--- src/rtl/amm_read_issuer_pkg.sv ---
// Shared types and helpers for the AMM read issuer and the compare stage.
// Both stages call lfsr8_step, so their pattern sequences stay in lockstep.
package amm_read_issuer_pkg;

  localparam int unsigned AMM_ADDR_W  = 16;
  localparam int unsigned AMM_BURST_W = 7;

  typedef enum logic {
    FIX_DATA = 1'b0,
    RND_DATA = 1'b1
  } data_mode_t;

  typedef struct packed {
    logic [AMM_ADDR_W-1:0]  start_addr;
    logic [AMM_BURST_W-2:0] words_count;
    logic [7:0]             data_ptrn;
    data_mode_t             data_mode;
  } cmp_desc_t;

  function automatic logic [7:0] lfsr8_step(input logic [7:0] p);
    return {p[6:0], p[6] ^ p[1] ^ p[0]};
  endfunction

endpackage

--- src/rtl/amm_read_issuer_credit_cnt.sv ---
// Outstanding-credit counter: add N on issue, subtract 1 on consume, and
// report whether another N would still fit under MAX.
module credit_cnt #(
  parameter int unsigned WIDTH = 3,
  parameter int unsigned MAX   = 4
) (
  input  logic             clk_i,
  input  logic             rst_i,
  input  logic             clr_i,
  input  logic             inc_i,
  input  logic [WIDTH-1:0] inc_n_i,
  input  logic             dec_i,
  input  logic [WIDTH-1:0] need_i,
  output logic [WIDTH-1:0] cnt_o,
  output logic             ok_o
);

  logic [WIDTH-1:0] cnt_q, cnt_d;
  logic [WIDTH:0]   sum;

  always_comb begin
    cnt_d = cnt_q;
    if (inc_i) cnt_d = cnt_d + inc_n_i;
    // A consume while empty is spurious and is dropped.
    if (dec_i && (cnt_q != '0)) cnt_d = cnt_d - WIDTH'(1);
    if (clr_i) cnt_d = '0;
  end

  always_ff @(posedge clk_i or posedge rst_i) begin
    if (rst_i) cnt_q <= '0;
    else       cnt_q <= cnt_d;
  end

  assign sum   = {1'b0, cnt_q} + {1'b0, need_i};
  assign ok_o  = (sum <= (WIDTH+1)'(MAX));
  assign cnt_o = cnt_q;

endmodule

--- src/rtl/amm_read_issuer.sv ---
// Issues a programmed number of Avalon-MM read bursts over a wrapping address
// window and pushes one compare descriptor per accepted burst, credit-limited.
module amm_read_issuer
  import amm_read_issuer_pkg::*;
#(
  parameter int unsigned DESC_CREDITS = 4,
  parameter int unsigned WORD_CREDITS = 64
) (
  input  logic                         clk_i,
  input  logic                         rst_i,
  input  logic                         test_start_i,
  input  logic [AMM_ADDR_W-1:0]        start_addr_i,
  input  logic [AMM_ADDR_W-1:0]        end_addr_i,
  input  logic [AMM_BURST_W-1:0]       burst_words_i,
  input  logic [31:0]                  trans_num_i,
  input  logic [7:0]                   data_ptrn_i,
  input  logic                         data_mode_i,
  output logic [AMM_ADDR_W-1:0]        address_o,
  output logic                         read_o,
  output logic [AMM_BURST_W-1:0]       burstcount_o,
  input  logic                         waitrequest_i,
  output logic                         cmp_en_o,
  output logic [$bits(cmp_desc_t)-1:0] cmp_desc_o,
  input  logic                         cmp_desc_rd_i,
  input  logic                         cmp_word_rd_i,
  input  logic                         cmp_error_i,
  output logic                         busy_o,
  output logic [31:0]                  trans_done_o
);

  localparam int unsigned DESC_W = $clog2(DESC_CREDITS + 1);
  localparam int unsigned WORD_W = $clog2(WORD_CREDITS + 1);

  typedef enum logic [2:0] {
    IDLE_S, LOAD_S, CREDIT_S, ISSUE_S, ADV_S, NEXT_S, DRAIN_S, STOP_S
  } state_t;

  state_t                 state_q, state_d;
  logic [AMM_ADDR_W-1:0]  start_q, start_d, end_q, end_d, addr_q, addr_d;
  logic [AMM_BURST_W-1:0] burst_q, burst_d, adv_q, adv_d;
  logic [31:0]            remaining_q, remaining_d, trans_done_q, trans_done_d;
  logic [7:0]             ptrn_q, ptrn_d;
  data_mode_t             mode_q, mode_d;
  logic                   stop_pend_q, stop_pend_d, busy_q;

  logic                   accept;
  logic                   desc_ok, word_ok;
  logic [DESC_W-1:0]      desc_out;
  logic [WORD_W-1:0]      word_out;
  logic [AMM_ADDR_W:0]    next_addr, next_last;
  logic                   wrap;
  logic [AMM_BURST_W-1:0] words_m1;
  cmp_desc_t              desc;

  assign accept    = (state_q == ISSUE_S) && !waitrequest_i;
  assign next_addr = {1'b0, addr_q} + (AMM_ADDR_W+1)'(burst_q);
  assign next_last = next_addr + (AMM_ADDR_W+1)'(burst_q) - (AMM_ADDR_W+1)'(1);
  assign wrap      = next_last > {1'b0, end_q};
  assign words_m1  = burst_q - AMM_BURST_W'(1);

  always_comb begin
    desc.start_addr  = addr_q;
    desc.words_count = words_m1[AMM_BURST_W-2:0];
    desc.data_ptrn   = ptrn_q;
    desc.data_mode   = mode_q;
  end

  credit_cnt #(.WIDTH(DESC_W), .MAX(DESC_CREDITS)) u_desc_credit (
    .clk_i   (clk_i),
    .rst_i   (rst_i),
    .clr_i   (test_start_i),
    .inc_i   (accept),
    .inc_n_i (DESC_W'(1)),
    .dec_i   (cmp_desc_rd_i),
    .need_i  (DESC_W'(1)),
    .cnt_o   (desc_out),
    .ok_o    (desc_ok)
  );

  credit_cnt #(.WIDTH(WORD_W), .MAX(WORD_CREDITS)) u_word_credit (
    .clk_i   (clk_i),
    .rst_i   (rst_i),
    .clr_i   (test_start_i),
    .inc_i   (accept),
    .inc_n_i (WORD_W'(burst_q)),
    .dec_i   (cmp_word_rd_i),
    .need_i  (WORD_W'(burst_q)),
    .cnt_o   (word_out),
    .ok_o    (word_ok)
  );

  always_comb begin
    state_d      = state_q;
    start_d      = start_q;
    end_d        = end_q;
    addr_d       = addr_q;
    burst_d      = burst_q;
    adv_d        = adv_q;
    remaining_d  = remaining_q;
    trans_done_d = trans_done_q;
    ptrn_d       = ptrn_q;
    mode_d       = mode_q;
    stop_pend_d  = stop_pend_q;
    read_o       = 1'b0;
    cmp_en_o     = 1'b0;

    case (state_q)
      IDLE_S: ;
      LOAD_S: begin
        addr_d  = start_q;
        state_d = (remaining_q == '0) ? DRAIN_S : CREDIT_S;
      end
      CREDIT_S: if (desc_ok && word_ok) state_d = ISSUE_S;
      ISSUE_S: begin
        // A pending request is never withdrawn; an error only takes effect
        // once the slave has accepted it.
        read_o = 1'b1;
        if (cmp_error_i) stop_pend_d = 1'b1;
        if (accept) begin
          cmp_en_o    = 1'b1;
          remaining_d = remaining_q - 32'd1;
          if (trans_done_q != '1) trans_done_d = trans_done_q + 32'd1;
          adv_d       = '0;
          stop_pend_d = 1'b0;
          if (cmp_error_i || stop_pend_q) state_d = STOP_S;
          else if (mode_q == RND_DATA)    state_d = ADV_S;
          else                            state_d = NEXT_S;
        end
      end
      ADV_S: begin
        ptrn_d = lfsr8_step(ptrn_q);
        adv_d  = adv_q + AMM_BURST_W'(1);
        if (adv_q == words_m1) state_d = NEXT_S;
      end
      NEXT_S: begin
        addr_d  = wrap ? start_q : next_addr[AMM_ADDR_W-1:0];
        state_d = (remaining_q == '0) ? DRAIN_S : CREDIT_S;
      end
      DRAIN_S: if ((desc_out == '0) && (word_out == '0)) state_d = IDLE_S;
      STOP_S: ;
      default: state_d = IDLE_S;
    endcase

    if (cmp_error_i && (state_q != IDLE_S) && (state_q != ISSUE_S)) begin
      state_d = STOP_S;
    end

    if (test_start_i) begin
      start_d      = start_addr_i;
      end_d        = end_addr_i;
      burst_d      = burst_words_i;
      remaining_d  = trans_num_i;
      ptrn_d       = data_ptrn_i;
      mode_d       = data_mode_t'(data_mode_i);
      trans_done_d = '0;
      stop_pend_d  = 1'b0;
      state_d      = LOAD_S;
    end
  end

  always_ff @(posedge clk_i or posedge rst_i) begin
    if (rst_i) begin
      state_q      <= IDLE_S;
      start_q      <= '0;
      end_q        <= '0;
      addr_q       <= '0;
      burst_q      <= '0;
      adv_q        <= '0;
      remaining_q  <= '0;
      trans_done_q <= '0;
      ptrn_q       <= '0;
      mode_q       <= FIX_DATA;
      stop_pend_q  <= 1'b0;
      busy_q       <= 1'b0;
    end else begin
      state_q      <= state_d;
      start_q      <= start_d;
      end_q        <= end_d;
      addr_q       <= addr_d;
      burst_q      <= burst_d;
      adv_q        <= adv_d;
      remaining_q  <= remaining_d;
      trans_done_q <= trans_done_d;
      ptrn_q       <= ptrn_d;
      mode_q       <= mode_d;
      stop_pend_q  <= stop_pend_d;
      busy_q       <= (state_q != IDLE_S) && (state_q != STOP_S);
    end
  end

  assign address_o    = addr_q;
  assign burstcount_o = burst_q;
  assign cmp_desc_o   = cmp_en_o ? desc : '0;
  assign busy_o       = busy_q;
  assign trans_done_o = trans_done_q;

endmodule

--- config.mk ---
export PLATFORM = sky130hd
export DESIGN_NAME = amm_read_issuer
export DESIGN_NICKNAME = d
export VERILOG_FILES = /design/src/rtl/amm_read_issuer_pkg.sv /design/src/rtl/amm_read_issuer_credit_cnt.sv /design/src/rtl/amm_read_issuer.sv
export SDC_FILE = /design/constraint.sdc
export NUM_CORES = 1
export LEC_CHECK = 0
export BUFFER_PORTS_ARGS = -buffer_cell sky130_fd_sc_hd__buf_2
export CAP_MARGIN = 5
export CORE_MARGIN = 2
export CORE_UTILIZATION = 45
export CTS_CLUSTER_DIAMETER = 30
export CTS_CLUSTER_SIZE = 28
export DETAILED_ROUTE_END_ITERATION = 16
export HOLD_SLACK_MARGIN = 0.06
export PLACE_DENSITY_LB_ADDON = 0.3
export SLEW_MARGIN = 20
export SYNTH_ARGS = -nofsm -noshare
export SYNTH_HDL_FRONTEND = slang
export SYNTH_SLANG_ARGS = --single-unit
--- constraint.sdc ---
create_clock -name clk_i -period 10.3 [get_ports clk_i]
set_input_delay 1.03 -clock clk_i [delete_from_list [all_inputs] [get_ports clk_i]]
set_output_delay 1.03 -clock clk_i [all_outputs]
set_load 0.03 [all_outputs]
==> impl_metrics.csv <==
group,metric,value,unit
clock_network,cts_tree,"built",
pwr,seqPwrFrac,24.1,%
sta,finalSetupTns,0,ns
cells_and_area,fill_cells,1967,
routing,vias,8058,
yosys,synth_most_common_cell,"dfrtp_1",
critical_path,cpPeakStageDelay,0.52,ns
place,routabilityCongestion,0.892,
critical_path,crit_fanout,23,
worst_hold_path,hp-class,"flop to flop",
yosys,syn_area,9640,sq um
yosys,ys_ff_latch,150,
critical_path,end_kind,"flop",
critical_path,worstPathRequired,10.65,ns
sta,drv_slew,0,
routing,drc,0,
yosys,async_reset_ff_share,100,%
cells_and_area,fin_nets,1388,
pwr,power_density,296,nW/um^2
yosys,synth.avg_cell_area,8.90,sq um
clock_network,ctsHoldBuffers,0,
yosys,synth-edff-count,0,
floorplan,start_util,45.8,%
clock_network,cts_buffers,17,
floorplan,die_area,22600,sq um
routing,routedWlPerCell,15.5,um
critical_path,path_common_cell,"ha_1",
yosys,synth_fp_nets,1233,
sta,slew_headroom,35.0,%
pwr,p_sw_share,45.7,%
clock_network,clockRootBuffer,"clkbuf_16",
critical_path,crit_family,"compound AO/OA/AOI/OAI gates",
clock_network,h-tree-depth,4,
floorplan,die_y,150,um
pwr,combPwrFrac,57.7,%
yosys,seq_area_frac_synth,39.0,%
yosys,synth_top_area_share,39.0,%
yosys,syn_inst,1083,
clock_network,clockBufferDepth,2,
floorplan,die_x,150,um
grt,grt_use_total,21.6,%
routing,drtPass1Iterations,5,
yosys,yosys-top-cells-count,"dfrtp_1, nand2_1, o21ai_0",
cells_and_area,multi_input_area,5420,sq um
cells_and_area,area_delta_synth_final,17.1,%
sta,skew,0.0121,ns
pwr,p_leak,5.42,nW
clock_network,cts_resized,0,
pwr,netSwitchingPower,0.00153,W
critical_path,path_buf_inv,2,
sta,fmax,0.152,GHz
sta,rsz0062_at_grt,"no",
routing,routed_via_density,5.28,
floorplan,io_pins,176,
sta,timing.final.crit_share,64.1,%
cells_and_area,seqCellArea,3750,sq um
critical_path,path_class,"flop to flop",
yosys,ys_warn_count,0,
routing,drtIter0Drc,424,
floorplan,core_area,21000,sq um
grt,grt_pass1_wl,38700,um
critical_path,critPathSlowestCell,"fa_1",
grt,antenna_found_initial,0,
yosys,synth_area_leader_cell,"dfrtp_1",
yosys,netlist_top_cells_area,"dfrtp_1, ha_1, xnor2_1",
yosys,synth_ff_type,"dfrtp_1",
grt,grt.overflow.total,0,
cells_and_area,drive_above_1_share,19.7,%
status,status,"finished clean",
clock_network,clock_sinks,150,
routing,routed_wl,23600,um
cells_and_area,design_area,11300,sq um
sta,setup_viol,0,
pwr,internal_power,0.00181,W
pwr,clockPowerShare,18.2,%
sta,hold_viol_final,0,
routing,ant_nets,0,
critical_path,arrival,6.96,ns
place,dpl_cell_area,10700,sq um
grt,grt_pass1_vias,7829,
floorplan,rows,53,
place,dpl.hpwl,17400,um
clock_network,cts_setup_buffers,0,
sta,worst_pin_slew,0.974,ns
grt,grt_max_degree,120,
sta,period_needed,6.60,ns
clock_network,clock_latency,0.43,ns
job,cap_violations,0,
place,port_buffers,175,
yosys,ys_types,67,
pwr,ir_drop,0.000185,V
clock_network,cts.clk_slew.worst_paths,0.07,ns
critical_path,crit_path_start_kind,"flop",
## cell families (layout without fill, tap and decap cells)
group | Yosys count | count (layout) | synth area share, %
muxes | 42 | 42 | 4.64
DFF | 150 | 150 | 39.0
and+or+nand+nor | 403 | 403 | 20.3
other | 0 | 1 | 0
xor gates and xnor gates | 117 | 117 | 10.6
AOI/OAI and AO/OA | 190 | 190 | 12.2
adders and majority gates | 63 | 63 | 8.41
buffers and inverters | 118 | 286 | 4.84
## registers in the layout, summed over array words and instances, names as in the netlist
signal / cells
state_q: 3
end_q: 16
stop_pend_q: 1
start_q: 16
mode_q: 1
u_word_credit.cnt_o: 7
busy_o: 1
remaining_q: 32
burstcount_o: 7
u_desc_credit.cnt_o: 3
address_o: 16
ptrn_q: 8
trans_done_o: 32
adv_q: 7
## power by group through the flow
stage / Combinational [W] / Clock (W) / Sequential, W
final: 0.00192 / 0.000608 / 0.000802
after global routing: 0.00216 / 0.000647 / 0.000818
after CTS: 0.00194 / 0.000620 / 0.000802
after detailed placement: 0.00192 / 0 / 0.000812
after global placement: 0.00188 / 0 / 0.000809
after floorplan: 0.00148 / 0 / 0.000828
## area by class of cell
class,instances,area share (%)
inverter,73,2.47
tap,275,3.05
multi-input combinational,815,48.0
antenna,1,0.0222
clock inverter,14,1.16
clock buffer,18,3.80
sequential,150,33.3
timing repair buffer,181,8.22
## path summary, 6_finish.rpt
kind,startpoint,endpoint,slack [ns],cells past startpoint
max,burstcount_o[0]$_DFFE_PP0P_,address_o[6]$_DFFE_PP0P_,3.70,27
min,start_q[9]$_DFFE_PP0P_,start_q[9]$_DFFE_PP0P_,0.50,1
max reg2reg,burstcount_o[0]$_DFFE_PP0P_,address_o[6]$_DFFE_PP0P_,3.70,27
min reg2reg,start_q[9]$_DFFE_PP0P_,start_q[9]$_DFFE_PP0P_,0.50,1
max in group asynchronous,rst_i,end_q[9]$_DFFE_PP0P_,8.15,3
min in group asynchronous,rst_i,trans_done_o[11]$_DFFE_PP0P_,0.69,2
## worst register-to-register path, delay by kind of cell, from the launching register on
family / cells / cell delay [ns]
xor gates and xnor gates: 1 / 0.16
DFF: 1 / 0.48
adders and majority gates: 6 / 2.00
muxes: 1 / 0.41
buffers and inverters: 2 / 0.09
and+or+nand+nor: 5 / 1.11
AOI/OAI and AO/OA: 12 / 2.28
## through the flow
step / worst slack, ns / std cells / utilization, % / hold WS, ns / total power (W)
after floorplan: 4.25 / 1083 / - / 0.466 / 0.00231
final: 3.70 / 1527 / 53.7 / 0.504 / 0.00333
after global placement: 4.01 / 1494 / 51.0 / 0.492 / 0.00268
after global routing: 3.30 / 1526 / 53.7 / 0.533 / 0.00363
after detailed placement: 3.76 / 1494 / 51.0 / 0.492 / 0.00274
after CTS: 3.74 / 1526 / 53.7 / 0.507 / 0.00336
## per-layer routing
layer,GRT usage [%],up-vias,part of all wire [%]
li1,-,4021,-
met5,0,-,0
met2,36.5,179,49
met4,6.27,0,1.8
met3,5.55,30,5.5
met1,27.3,3828,44
## placed cells by master, fill, tap and decap left out, drive strengths merged, types with 39 or more instances in the layout
master	n
dfrtp	150
ha	60
xor2	43
xnor2	74
inv	82
nand2	129
o21ai	97
nor2	92
buf	181
nand3	39
Power figures use the tool's default switching activity.
